[src/rtl/hazard_pkg.sv]
// Shared encodings for the ID-stage hazard/stall controller.
package hazard_pkg;

  localparam logic [1:0] ST_IDLE       = 2'b00;
  localparam logic [1:0] ST_LOAD_STALL = 2'b01;
  localparam logic [1:0] ST_FLUSH      = 2'b10;
  localparam logic [1:0] ST_MEM_WAIT   = 2'b11;

  localparam int REG_ZERO   = 0;
  localparam int BR_PEN_MIN = 1;
  localparam int BR_PEN_MAX = 3;

  typedef struct packed {
    logic pc_write;
    logic ifid_write;
    logic ifid_flush;
    logic ctrl_sel;
    logic exmem_hold;
  } ctl_t;

  localparam ctl_t CTL_DEFAULT = '{pc_write: 1'b1, ifid_write: 1'b1, ifid_flush: 1'b0,
                                   ctrl_sel: 1'b0, exmem_hold: 1'b0};
  localparam ctl_t CTL_HOLD    = '{pc_write: 1'b0, ifid_write: 1'b0, ifid_flush: 1'b0,
                                   ctrl_sel: 1'b0, exmem_hold: 1'b1};
  localparam ctl_t CTL_FLUSH   = '{pc_write: 1'b1, ifid_write: 1'b1, ifid_flush: 1'b1,
                                   ctrl_sel: 1'b1, exmem_hold: 1'b0};
  localparam ctl_t CTL_STALL   = '{pc_write: 1'b0, ifid_write: 1'b0, ifid_flush: 1'b0,
                                   ctrl_sel: 1'b1, exmem_hold: 1'b0};
  localparam ctl_t CTL_RESET   = '{pc_write: 1'b0, ifid_write: 1'b0, ifid_flush: 1'b1,
                                   ctrl_sel: 1'b1, exmem_hold: 1'b0};

  // Clamp a requested branch penalty into the supported range.
  function automatic int clamp_penalty(input int pen);
    if (pen < BR_PEN_MIN) return BR_PEN_MIN;
    if (pen > BR_PEN_MAX) return BR_PEN_MAX;
    return pen;
  endfunction

endpackage

[src/rtl/hazard_stall_ctrl_if.sv]
// Pipeline-facing bundle: hazard inputs from ID/EX/MEM, stall/flush controls back.
interface hazard_stall_ctrl_if #(
  parameter int REG_W = 5,
  parameter int CNT_W = 16
);
  logic [REG_W-1:0] id_rs;
  logic [REG_W-1:0] id_rt;
  logic             idex_mem_read;
  logic [REG_W-1:0] idex_rt;
  logic             ex_branch_taken;
  logic             mem_busy;

  logic             pc_write;
  logic             ifid_write;
  logic             ifid_flush;
  logic             ctrl_sel;
  logic             exmem_hold;
  logic [CNT_W-1:0] stall_count;
  logic [1:0]       state_o;

  modport master (
    output id_rs, id_rt, idex_mem_read, idex_rt, ex_branch_taken, mem_busy,
    input  pc_write, ifid_write, ifid_flush, ctrl_sel, exmem_hold, stall_count, state_o
  );

  modport slave (
    input  id_rs, id_rt, idex_mem_read, idex_rt, ex_branch_taken, mem_busy,
    output pc_write, ifid_write, ifid_flush, ctrl_sel, exmem_hold, stall_count, state_o
  );
endinterface

[src/rtl/load_use_detect.sv]
// Load-use comparator: load in EX writes a register the ID instruction reads.
module load_use_detect
  import hazard_pkg::*;
#(
  parameter int REG_W = 5
) (
  input  logic             idex_mem_read,
  input  logic [REG_W-1:0] idex_rt,
  input  logic [REG_W-1:0] id_rs,
  input  logic [REG_W-1:0] id_rt,
  output logic             lu
);
  // $zero is never a real dependency.
  assign lu = idex_mem_read && (idex_rt != REG_W'(REG_ZERO)) &&
              ((idex_rt == id_rs) || (idex_rt == id_rt));
endmodule

[src/rtl/hazard_stall_ctrl.sv]
// ID-stage hazard FSM: load-use bubbles, branch flushes, data-memory waits, stall counter.
module hazard_stall_ctrl
  import hazard_pkg::*;
#(
  parameter int REG_W      = 5,
  parameter int BR_PENALTY = 1,
  parameter int CNT_W      = 16
) (
  input logic                clk,
  input logic                rst_n,
  hazard_stall_ctrl_if.slave bus
);
  localparam int         PEN      = clamp_penalty(BR_PENALTY);
  localparam int         CNT_INIT = (PEN > 1) ? PEN - 2 : 0;
  localparam logic [1:0] CNT_LOAD = 2'(CNT_INIT);

  logic [1:0] state, state_nx;
  logic [1:0] ret, ret_nx;
  logic [1:0] cnt, cnt_nx;
  logic [1:0] eff;
  logic       lu;
  ctl_t       ctl;

  load_use_detect #(.REG_W(REG_W)) u_lu (
    .idex_mem_read (bus.idex_mem_read),
    .idex_rt       (bus.idex_rt),
    .id_rs         (bus.id_rs),
    .id_rt         (bus.id_rt),
    .lu            (lu)
  );

  always_comb begin
    ctl      = CTL_DEFAULT;
    state_nx = state;
    ret_nx   = ret;
    cnt_nx   = cnt;
    // Releasing a memory wait replays the interrupted state against live inputs.
    eff = (state == ST_MEM_WAIT) ? (bus.mem_busy ? ST_MEM_WAIT : ret) : state;
    case (eff)
      ST_IDLE, ST_LOAD_STALL: begin
        if (bus.mem_busy) begin
          ctl      = CTL_HOLD;
          ret_nx   = ST_IDLE;
          state_nx = ST_MEM_WAIT;
        end else if (bus.ex_branch_taken) begin
          ctl = CTL_FLUSH;
          if (PEN > 1) begin
            cnt_nx   = CNT_LOAD;
            state_nx = ST_FLUSH;
          end else begin
            state_nx = ST_IDLE;
          end
        end else if (lu && (eff == ST_IDLE)) begin
          ctl      = CTL_STALL;
          state_nx = ST_LOAD_STALL;
        end else begin
          state_nx = ST_IDLE;
        end
      end
      ST_FLUSH: begin
        if (bus.mem_busy) begin
          ctl      = CTL_HOLD;
          ret_nx   = ST_FLUSH;
          state_nx = ST_MEM_WAIT;
        end else begin
          ctl = CTL_FLUSH;
          if (cnt == 2'd0) begin
            state_nx = ST_IDLE;
          end else begin
            cnt_nx   = cnt - 2'd1;
            state_nx = ST_FLUSH;
          end
        end
      end
      default: ctl = CTL_HOLD;
    endcase
    if (!rst_n) ctl = CTL_RESET;
  end

  always_ff @(posedge clk or negedge rst_n) begin
    if (!rst_n) begin
      state <= ST_IDLE;
      ret   <= ST_IDLE;
      cnt   <= 2'd0;
    end else begin
      state <= state_nx;
      ret   <= ret_nx;
      cnt   <= cnt_nx;
    end
  end

  always_ff @(posedge clk or negedge rst_n) begin
    if (!rst_n)
      bus.stall_count <= '0;
    else if (!ctl.pc_write && (bus.stall_count != {CNT_W{1'b1}}))
      bus.stall_count <= bus.stall_count + 1'b1;
  end

  assign bus.pc_write   = ctl.pc_write;
  assign bus.ifid_write = ctl.ifid_write;
  assign bus.ifid_flush = ctl.ifid_flush;
  assign bus.ctrl_sel   = ctl.ctrl_sel;
  assign bus.exmem_hold = ctl.exmem_hold;
  assign bus.state_o    = state;

endmodule

[src/flat_wrapper.sv]
// flat-port wrapper written by rule: the top's interface ports become plain ports
module hazard_stall_ctrl_flat import hazard_pkg::*;
#(
  parameter int REG_W      = 5,
  parameter int BR_PENALTY = 1,
  parameter int CNT_W      = 16
)
  (clk, rst_n, bus_id_rs, bus_id_rt, bus_idex_mem_read, bus_idex_rt, bus_ex_branch_taken, bus_mem_busy, bus_pc_write, bus_ifid_write, bus_ifid_flush, bus_ctrl_sel, bus_exmem_hold, bus_stall_count, bus_state_o);
  hazard_stall_ctrl_if #(.REG_W(REG_W), .CNT_W(CNT_W)) bus_i ();
  input logic clk;
  input logic rst_n;
  input wire logic [$bits(bus_i.id_rs)-1:0] bus_id_rs;
  input wire logic [$bits(bus_i.id_rt)-1:0] bus_id_rt;
  input wire logic [$bits(bus_i.idex_mem_read)-1:0] bus_idex_mem_read;
  input wire logic [$bits(bus_i.idex_rt)-1:0] bus_idex_rt;
  input wire logic [$bits(bus_i.ex_branch_taken)-1:0] bus_ex_branch_taken;
  input wire logic [$bits(bus_i.mem_busy)-1:0] bus_mem_busy;
  output wire logic [$bits(bus_i.pc_write)-1:0] bus_pc_write;
  output wire logic [$bits(bus_i.ifid_write)-1:0] bus_ifid_write;
  output wire logic [$bits(bus_i.ifid_flush)-1:0] bus_ifid_flush;
  output wire logic [$bits(bus_i.ctrl_sel)-1:0] bus_ctrl_sel;
  output wire logic [$bits(bus_i.exmem_hold)-1:0] bus_exmem_hold;
  output wire logic [$bits(bus_i.stall_count)-1:0] bus_stall_count;
  output wire logic [$bits(bus_i.state_o)-1:0] bus_state_o;
  assign bus_i.id_rs = bus_id_rs;
  assign bus_i.id_rt = bus_id_rt;
  assign bus_i.idex_mem_read = bus_idex_mem_read;
  assign bus_i.idex_rt = bus_idex_rt;
  assign bus_i.ex_branch_taken = bus_ex_branch_taken;
  assign bus_i.mem_busy = bus_mem_busy;
  assign bus_pc_write = bus_i.pc_write;
  assign bus_ifid_write = bus_i.ifid_write;
  assign bus_ifid_flush = bus_i.ifid_flush;
  assign bus_ctrl_sel = bus_i.ctrl_sel;
  assign bus_exmem_hold = bus_i.exmem_hold;
  assign bus_stall_count = bus_i.stall_count;
  assign bus_state_o = bus_i.state_o;
  hazard_stall_ctrl #(.REG_W(REG_W), .BR_PENALTY(BR_PENALTY), .CNT_W(CNT_W)) u_core (.clk(clk), .rst_n(rst_n), .bus(bus_i));
endmodule
[config.mk]
export PLATFORM = sky130hd
export DESIGN_NAME = hazard_stall_ctrl_flat
export DESIGN_NICKNAME = d
export VERILOG_FILES = /design/src/rtl/hazard_pkg.sv /design/src/rtl/hazard_stall_ctrl_if.sv /design/src/rtl/load_use_detect.sv /design/src/rtl/hazard_stall_ctrl.sv /design/src/flat_wrapper.sv
export SDC_FILE = /design/constraint.sdc
export NUM_CORES = 1
export LEC_CHECK = 0
export CAP_MARGIN = 20
export CORE_ASPECT_RATIO = 1.2
export CORE_MARGIN = 5
export CORE_UTILIZATION = 33
export CTS_CLUSTER_SIZE = 30
export DETAILED_ROUTE_END_ITERATION = 10
export PLACE_DENSITY = 0.65
export SETUP_SLACK_MARGIN = 0.15
export SYNTH_ARGS = -nofsm -noshare
export SYNTH_HDL_FRONTEND = slang
export SYNTH_SLANG_ARGS = --single-unit
[constraint.sdc]
create_clock -name clk -period 1.9 [get_ports clk]
set_input_delay 0.19 -clock clk [delete_from_list [all_inputs] [get_ports clk]]
set_output_delay 0.19 -clock clk [all_outputs]
set_load 0.02 [all_outputs]
======== Word level (Yosys, flattened, before mapping) ========
Index checks and enable logic that the tools add are counted.
Widths: inputs -> output; s select.
operators by class
  reduce and logical (&&, ||, !) cells .... 13
  bitwise gates (word level) .............. 2
  muxes and demuxes ....................... 17
  equality and inequality tests ........... 8
  add/sub/neg operators ................... 2
operators by type and width
  cell                   number
  $mux 5                 5
  $add 16x1->16 const B  1
  $mux 2                 8
  $ne 16x16->1 const B   1
  $eq 5x5->1             2
  $pmux 5 s2             1
  $pmux 2 s2             2
  $reduce_and 3->1       2
  $reduce_bool 5->1      1
  $eq 2x2->1 const B     2
  $logic_and 1x1->1      4
  $logic_not 2->1        2
  $ne 2x2->1 const B     2
  $eq 2x1->1 const B     1
  $not 1->1              2
  $reduce_bool 2->1      1
  $reduce_or 2->1        1
  $sub 2x1->2 const B    1
  $logic_not 1->1        1
  $logic_or 1x1->1       1
  $mux 1                 1
storage, ports and cells
  output and inout bits ................... 23
  bits in registers ....................... 22
  logic and storage cells ................. 46

======== Longest topological paths before layout ========
  depth after elaboration ................. 11
  gate-level depth with buffers ........... 8
  mapped depth without buffers ............ 7

======== Modules after synthesis ========
From an unflattened synthesis, not the netlist that was laid out.
second synthesis, totals
  cells, all modules ...................... 121
  area total of the unflattened synthesis .. 1216.2 um^2
by module, submodules not included
  module             area each (um^2)  instances  cells each
  hazard_stall_ctrl  1091.0            1          104
  load_use_detect    125.1             1          17

======== Least setup slack after synthesis ========
OpenSTA, ideal clock, no wires.
  kind .................................... register to register
  from .................................... register u_core.state[0], in the netlist u_core.bus.state_o[0]
  to ...................................... register u_core.bus.stall_count[6]
  path buffers ............................ 1
  clock period less this slack ............ 1.955 ns
  library setup time ...................... 0.130 ns
  cell stages (with the launch flop) ...... 9
  arrival time ............................ 1.825 ns
  slack ................................... -0.055 ns
  cells stage by stage .................... dfrtp_1 > inv_1 > o21ai_1 > and2b_2 > a311oi_2 > a41oi_4 > buf_6 > nand4_1 > xnor2_1
between the ends
  longest elaborated chain between the ends .. 11
ends and longest elaborated chain
  what                      line                                              source
  start: declaration        hazard_stall_ctrl.sv:17                           logic [1:0] state, state_nx;
  start signal: assignment  hazard_stall_ctrl.sv:86                           state <= state_nx;
  $eq 2x2->1                hazard_stall_ctrl.sv:38                           eff = (state == ST_MEM_WAIT) ? (bus.mem_busy ? ST_MEM_WAIT : ret) : state;
  $mux 2 *                  hazard_stall_ctrl.sv:38
  $logic_not 2->1           hazard_stall_ctrl.sv:39, hazard_stall_ctrl.sv:53
  $logic_and 1x1->1         hazard_stall_ctrl.sv:53                           end else if (lu && (eff == ST_IDLE)) begin
  $mux 5                    hazard_stall_ctrl.sv:53
  $mux 5                    hazard_stall_ctrl.sv:45                           end else if (bus.ex_branch_taken) begin
  $mux 5                    hazard_stall_ctrl.sv:41                           if (bus.mem_busy) begin
  $pmux 5 s2 *              hazard_stall_ctrl.sv:39                           case (eff)
  $mux 5 *                  hazard_stall_ctrl.sv:77                           if (!rst_n) ctl = CTL_RESET;
  $logic_not 1->1 *         hazard_stall_ctrl.sv:95                           else if (!ctl.pc_write && (bus.stall_count != {CNT_W{1'b1}}))
  $logic_and 1x1->1 *       hazard_stall_ctrl.sv:95
  end signal: assignment    hazard_stall_ctrl.sv:96                           bus.stall_count <= bus.stall_count + 1'b1;
  end: declaration          hazard_stall_ctrl_if.sv:28                        output pc_write, ifid_write, ifid_flush, ctrl_sel, exmem_hold, stall_count, state_o
Mark *: on every way between the ends. The rest lies on a longest branch, timed or not.
A chain may end at the register's enable or synchronous reset.

======== Worst setup path after layout ========
  from .................................... register u_core.state[0], in the netlist u_core.bus.state_o[0]
  to ...................................... output port bus_pc_write
between the ends
  longest elaborated chain between the ends .. 9
ends and longest elaborated chain
  what               line                                              source
  $eq 2x2->1         hazard_stall_ctrl.sv:38
  $mux 2 *           hazard_stall_ctrl.sv:38
  $logic_not 2->1    hazard_stall_ctrl.sv:39, hazard_stall_ctrl.sv:53
  $logic_and 1x1->1  hazard_stall_ctrl.sv:53
  $mux 5             hazard_stall_ctrl.sv:53
  $mux 5             hazard_stall_ctrl.sv:45
  $mux 5             hazard_stall_ctrl.sv:41
  $pmux 5 s2 *       hazard_stall_ctrl.sv:39
  $mux 5 *           hazard_stall_ctrl.sv:77
  end: declaration   flat_wrapper.sv:18                                output wire logic [$bits(bus_i.pc_write)-1:0] bus_pc_write;
Marks and branches as above.

==> flow_metrics.tcl <==
set metrics [dict create \
    synth_compound_area_share_pct 9.08 \
    synth_edf_count 0 \
    crit_slowest_cell "dfrtp_2" \
    clock_path_buffers 2 \
    antenna_found_initial 0 \
    netlist_instances 106 \
    finalWorstSetupSlack_ps 69.6 \
    crit_arrival_ps 1640 \
    ff2ff_path_depth 6 \
    drt_iter0_markers 31 \
    rsz0062_at_grt "true" \
    synth_nets 128 \
    drive_gt1_share_pct 27.7 \
    p_leak_nw 0.838 \
    grt_pass1_wl_mm 4.94 \
    synth_seq_cells 21 \
    start_kind "flop" \
    nets 189 \
    synth.most_common_cell "xnor2_1" \
    post_drt_via_cell_ratio 5.03 \
    path_clk_slew_ps 80 \
    slew_headroom_pct 76.1 \
    dieArea_um2 4800 \
    path_max_fanout 3 \
    max_stage_delay_ps 420 \
    async_reset_ff_share_pct 100 \
    grt_pass1_vias 1124 \
    clock_skew_ps 6.55 \
    wl_per_cell_um 14.6 \
    start_util_pct 34.4 \
    synth_area_leaders "dfrtp_1 45%, xnor2_1 19%, nand4_1 3.8%" \
    dp.cells 192 \
    cts_buffers 3 \
    status "complete, no violations" \
    fin_setup_tns_ps 0 \
    syn_to_final_growth_pct 61.5 \
    syn_avg_cell_area_um2 10.9 \
    power_density_nw_per_um2 945 \
    worstPathCellList "inv_2, o21ai_2, and2b_2, a311oi_4, buf_4, buf_6" \
    numClockSinks 21 \
    synth_top_family_by_area "XOR/XNOR gates" \
    synth_xor_area_share_pct 19.7 \
    final_util_pct 55.5 \
    period_share_pct 96.3 \
    synth_top_area_share_pct 45.4 \
    synth.largest_area_cell "dfrtp_1" \
    r2r_end "u_core.bus.stall_count[4]" \
    clock-root-buffer "clkbuf_8" \
    gp_congestion 0.746 \
    max_cap_viol_count 0 \
    overflow 0 \
    hold_violations 0 \
    grt_use_total_pct 13.2 \
    reg2reg_from "u_core.bus.stall_count[11]" \
    synthMuxAreaShare_pct 1.84 \
    synth-seq-area-share_pct 45.4 \
    num_vias 1022 \
    fmax_mhz 546 \
    die_y_um 74.9 \
    drc 0 \
    diodes 0 \
    portBuffers 42 \
    final_max_slew_viol_count 0 \
    tritoncts "yes" \
    yosys_most_used_dff "dfrtp_1" \
    grt_max_degree 25 \
    rrSetupSlack_ps 110 \
    fin_crit_ps 1830 \
    insertion_delay_ps 270 \
    drt_first_pass_iters 2 \
    synth_fa_ha_area_share_pct 2.16 \
    crit_type "reg -> out" \
    ys_top_cells_by_count "25 x xnor2_1, 21 x dfrtp_1, 7 x nand4_1, 6 x nand3_1" \
    hp-class "in -> async" \
    die_w_um 64.1 \
    instances_no_fill 203 \
    h-tree-depth 1 \
    yosysWarnings 0 \
    pin_count 43 \
    preCtsSetupSlack_ps -526 \
    whs_ps 328 \
    rows 23 \
    synth_cell_type_count 30 \
    antenna_left 0 \
    syn-cell-area_um2 1160 \
    irDropWorstVdd_mv 0.724 \
    dpl.hpwl_mm 2.16 \
    end_kind "primary output" \
    finalSetupViolations 0 \
    totalWireLength_mm 2.96 \
    synthSimpleGateAreaFrac_pct 17.3 \
    worst_slew_pin_slew_ps 356 \
    crit_required_ps 1710 \
    core-area_um2 3370 \
]
==> cells in the final DEF (no fill, tap or decap), types with 2 or more instances in the layout <==
cell and n:
a21oi_1 2, nand4_1 7, dfrtp_1 20, o21ai_1 3, nand3_1 3, xnor2_2 2
clkbuf_8 3, clkdlybuf4s50_1 22, inv_1 4, dlymetal6s2s_1 2, buf_4 15, xnor2_1 23
nand3_4 2, ha_1 2, nand2_1 5, and3_1 4, buf_6 3, and3_2 4
dlygate4sd2_1 14
==> kinds of logic (layout without fill, tap and decap cells) <==
logic type               Yosys count  in the layout
multiplexers                       2              2
adder cells (fa/ha/maj)            2              2
AO/OA/AOI/OAI                     12             12
buffers and inverters              9             69
AND/OR/NAND/NOR                   34             34
XOR/XNOR                          26             26
flip-flops                        21             21
==> per-layer routing <==
layer  wire length (µm)  vias up  GRT usage [%]  share of wire, %
met4                 53        0           6.93               1.8
met2               1470       39           22.6                50
met3                260        4           4.33               8.8
li1                   -      487              -                 -
met5                  0        -              0                 0
met1               1180      492           14.5                40
==> layout make-up <==
type / count / area, µm²
Sequential cell: 21 / 527
Fill cell: 317 / 1500
Tap cell: 37 / 46.3
Timing Repair Buffer: 60 / 579
Clock buffer: 4 / 45.0
Multi-Input combinational cell: 76 / 653
Inverter: 5 / 18.8
==> worst max-delay path: cells and delay by family (launching register included) <==
kind	cells	cell delay [ps]
DFF	1	420
buffers and inverters	3	370
AOI/OAI and AO/OA	2	360
and+or+nand+nor	1	220
==> state kept, by name, indices dropped and copies added, names as in the netlist <==
| register | count |
|---|---|
| u_core.cnt | 2 |
| u_core.bus.state_o | 2 |
| u_core.bus.stall_count | 16 |
| u_core.ret | 1 |
==> repair_timing <==
action                                  CTS  global route
gates cloned                              1             0
pin swaps                                11            18
buffers inserted                          2             4
resized for setup                        36            20
endpoints found under the setup margin   20            20
hold buffers                              0             0
==> worst max path at each step <==
stage                           from                        end
2_1_floorplan  u_core.bus.state_o[0]  u_core.bus.stall_count[5]
3_3_place_gp          bus_idex_rt[4]               bus_ctrl_sel
3_5_place_dp          bus_idex_rt[4]               bus_ctrl_sel
4_1_cts        u_core.bus.state_o[0]               bus_pc_write
5_1_grt        u_core.bus.state_o[0]               bus_pc_write
6_report       u_core.bus.state_o[0]               bus_pc_write
==> where the power goes <==
group	internal, mW	switching [mW]
sequential	0.562	0.0919
clock	0.150	0.148
combinational	0.440	0.376
total	1.15	0.616
==> through the flow <==
stage	instance area (µm²)	total power, mW
final	1870	1.77
after global routing	1870	1.89
after CTS	1780	1.74
after detailed placement	1710	1.44
after global placement	1710	1.41
after floorplan	1180	1.05
Power figures use the tool's default switching activity.
==> RTL edit: new RTL, same settings <==
`REG_ZERO`: 0 -> 1.
--- a/src/rtl/hazard_pkg.sv
+++ b/src/rtl/hazard_pkg.sv
@@ -6,7 +6,7 @@
   localparam logic [1:0] ST_FLUSH      = 2'b10;
   localparam logic [1:0] ST_MEM_WAIT   = 2'b11;
 
-  localparam int REG_ZERO   = 0;
+  localparam int REG_ZERO   = 1;
   localparam int BR_PEN_MIN = 1;
   localparam int BR_PEN_MAX = 3;
 
Check against the original RTL: not equivalent (Yosys sat finds a counterexample within 4 cycles, from zero or initial values and one cycle with rst_n low).
==> RTL edit against the unedited design <==
The flow now finishes with violations (setup timing); area after synthesis up 6.6%; sequential cell count unchanged; synthesized cell count up 18%; clock power down 2%; setup slack worse by 0.17 ns; critical endpoint is now u_core.bus.stall_count[3]$_DFFE_PN0P_; via count up 19%; wire length up 32%; design area up 14%; non-clock buffer count up 12; combinational power up 22%; total power up 12%.
==> RTL edit: results (changes against the unedited design) <==
[metrics] result of the run: finished, violations left
[metrics] violations in the final reports: setup timing
[metrics] utilization of the core after routing: 0.589 (+0.0337)
[metrics] Leak Pwr: 0.982 nW (+17%)
[metrics] start point of the critical path: u_core.bus.stall_count[8]$_DFFE_PN0P_
[metrics] post-route insts no fill: 247 (+22%)
[metrics] reg2reg path depth: 7 (+1)
[metrics] GR Layer Usage met2: 0.267 (+0.0411)
[metrics] Critical Path Slowest Stage Cell: sky130_fd_sc_hd__dfrtp_1
[metrics] RePlAce Congestion: 0.754 (+1.1%)
[metrics] Setup violations, final: 16 (+16)
[metrics] Die Outline Area: 5070 µm² (+5.6%)
[metrics] vias after detailed routing: 1221 (+19%)
[metrics] sequential fraction of the synthesis area: 0.426 (-0.0281)
[metrics] WP data arrival: 2.19 ns (+0.55 ns)
[metrics] final setup margin: -0.101 ns (-0.170 ns)
[metrics] First DRT Iteration DRCs: 41 (+32%)
[metrics] number of cells in the design after placement: 229 (+19%)
[metrics] clock distribution area overhead in the final layout: 0.0211 (-0.00304)
[metrics] Worst Hold Margin: 0.287 ns (-0.0409 ns)
[metrics] number of inverters outside the clock class in the layout: 6 (+1)
[metrics] placement-stage worst setup slack: -0.784 ns (-0.258 ns)
[metrics] Non-CTS buffers: 72 (+20%)
[metrics] aggregate negative setup slack: -0.879 ns (-0.879 ns)
[metrics] Synthesized Nets: 147 (+15%)
[metrics] total placed instance area: 1810 µm² (+6.1%)
[metrics] first-pass GRT wire length: 5830 µm (+18%)
[metrics] Wirelength per Cell: 15.9 µm (+8.7%)
[metrics] Worst path top cell family by delay: simple AND/OR/NAND/NOR gates
[metrics] non-clock buffer contribution to total cell area: 0.318 (+0.00764)
[metrics] CP max FO: 6 (+3)
[metrics] maximum number of pins on one net before global-route repair: 15 (-40%)
[metrics] met2 wire len: 2150 µm (+46%)
==> RTL edit: cell types whose count changed in the layout (fill, tap and decap cells not counted), moves of 5 or more <==
cell | unedited run | this run
sky130_fd_sc_hd__xnor2_1 | 23 | 10
sky130_fd_sc_hd__dlygate4sd2_1 | 14 | 3
sky130_fd_sc_hd__xor2_1 | 1 | 9
sky130_fd_sc_hd__buf_4 | 15 | 22
sky130_fd_sc_hd__buf_6 | 3 | 10
sky130_fd_sc_hd__dfrtp_1 | 20 | 14
sky130_fd_sc_hd__dfrtp_2 | 1 | 7
sky130_fd_sc_hd__dlymetal6s2s_1 | 2 | 8
sky130_fd_sc_hd__nor2_1 | 1 | 6
==> RTL edit: report_power, final <==
part / internal [mW] / leakage, nW / switching [mW]
clock: 0.150 / 0.0228 / 0.144
combinational: 0.524 / 0.701 / 0.468
sequential: 0.578 / 0.258 / 0.117
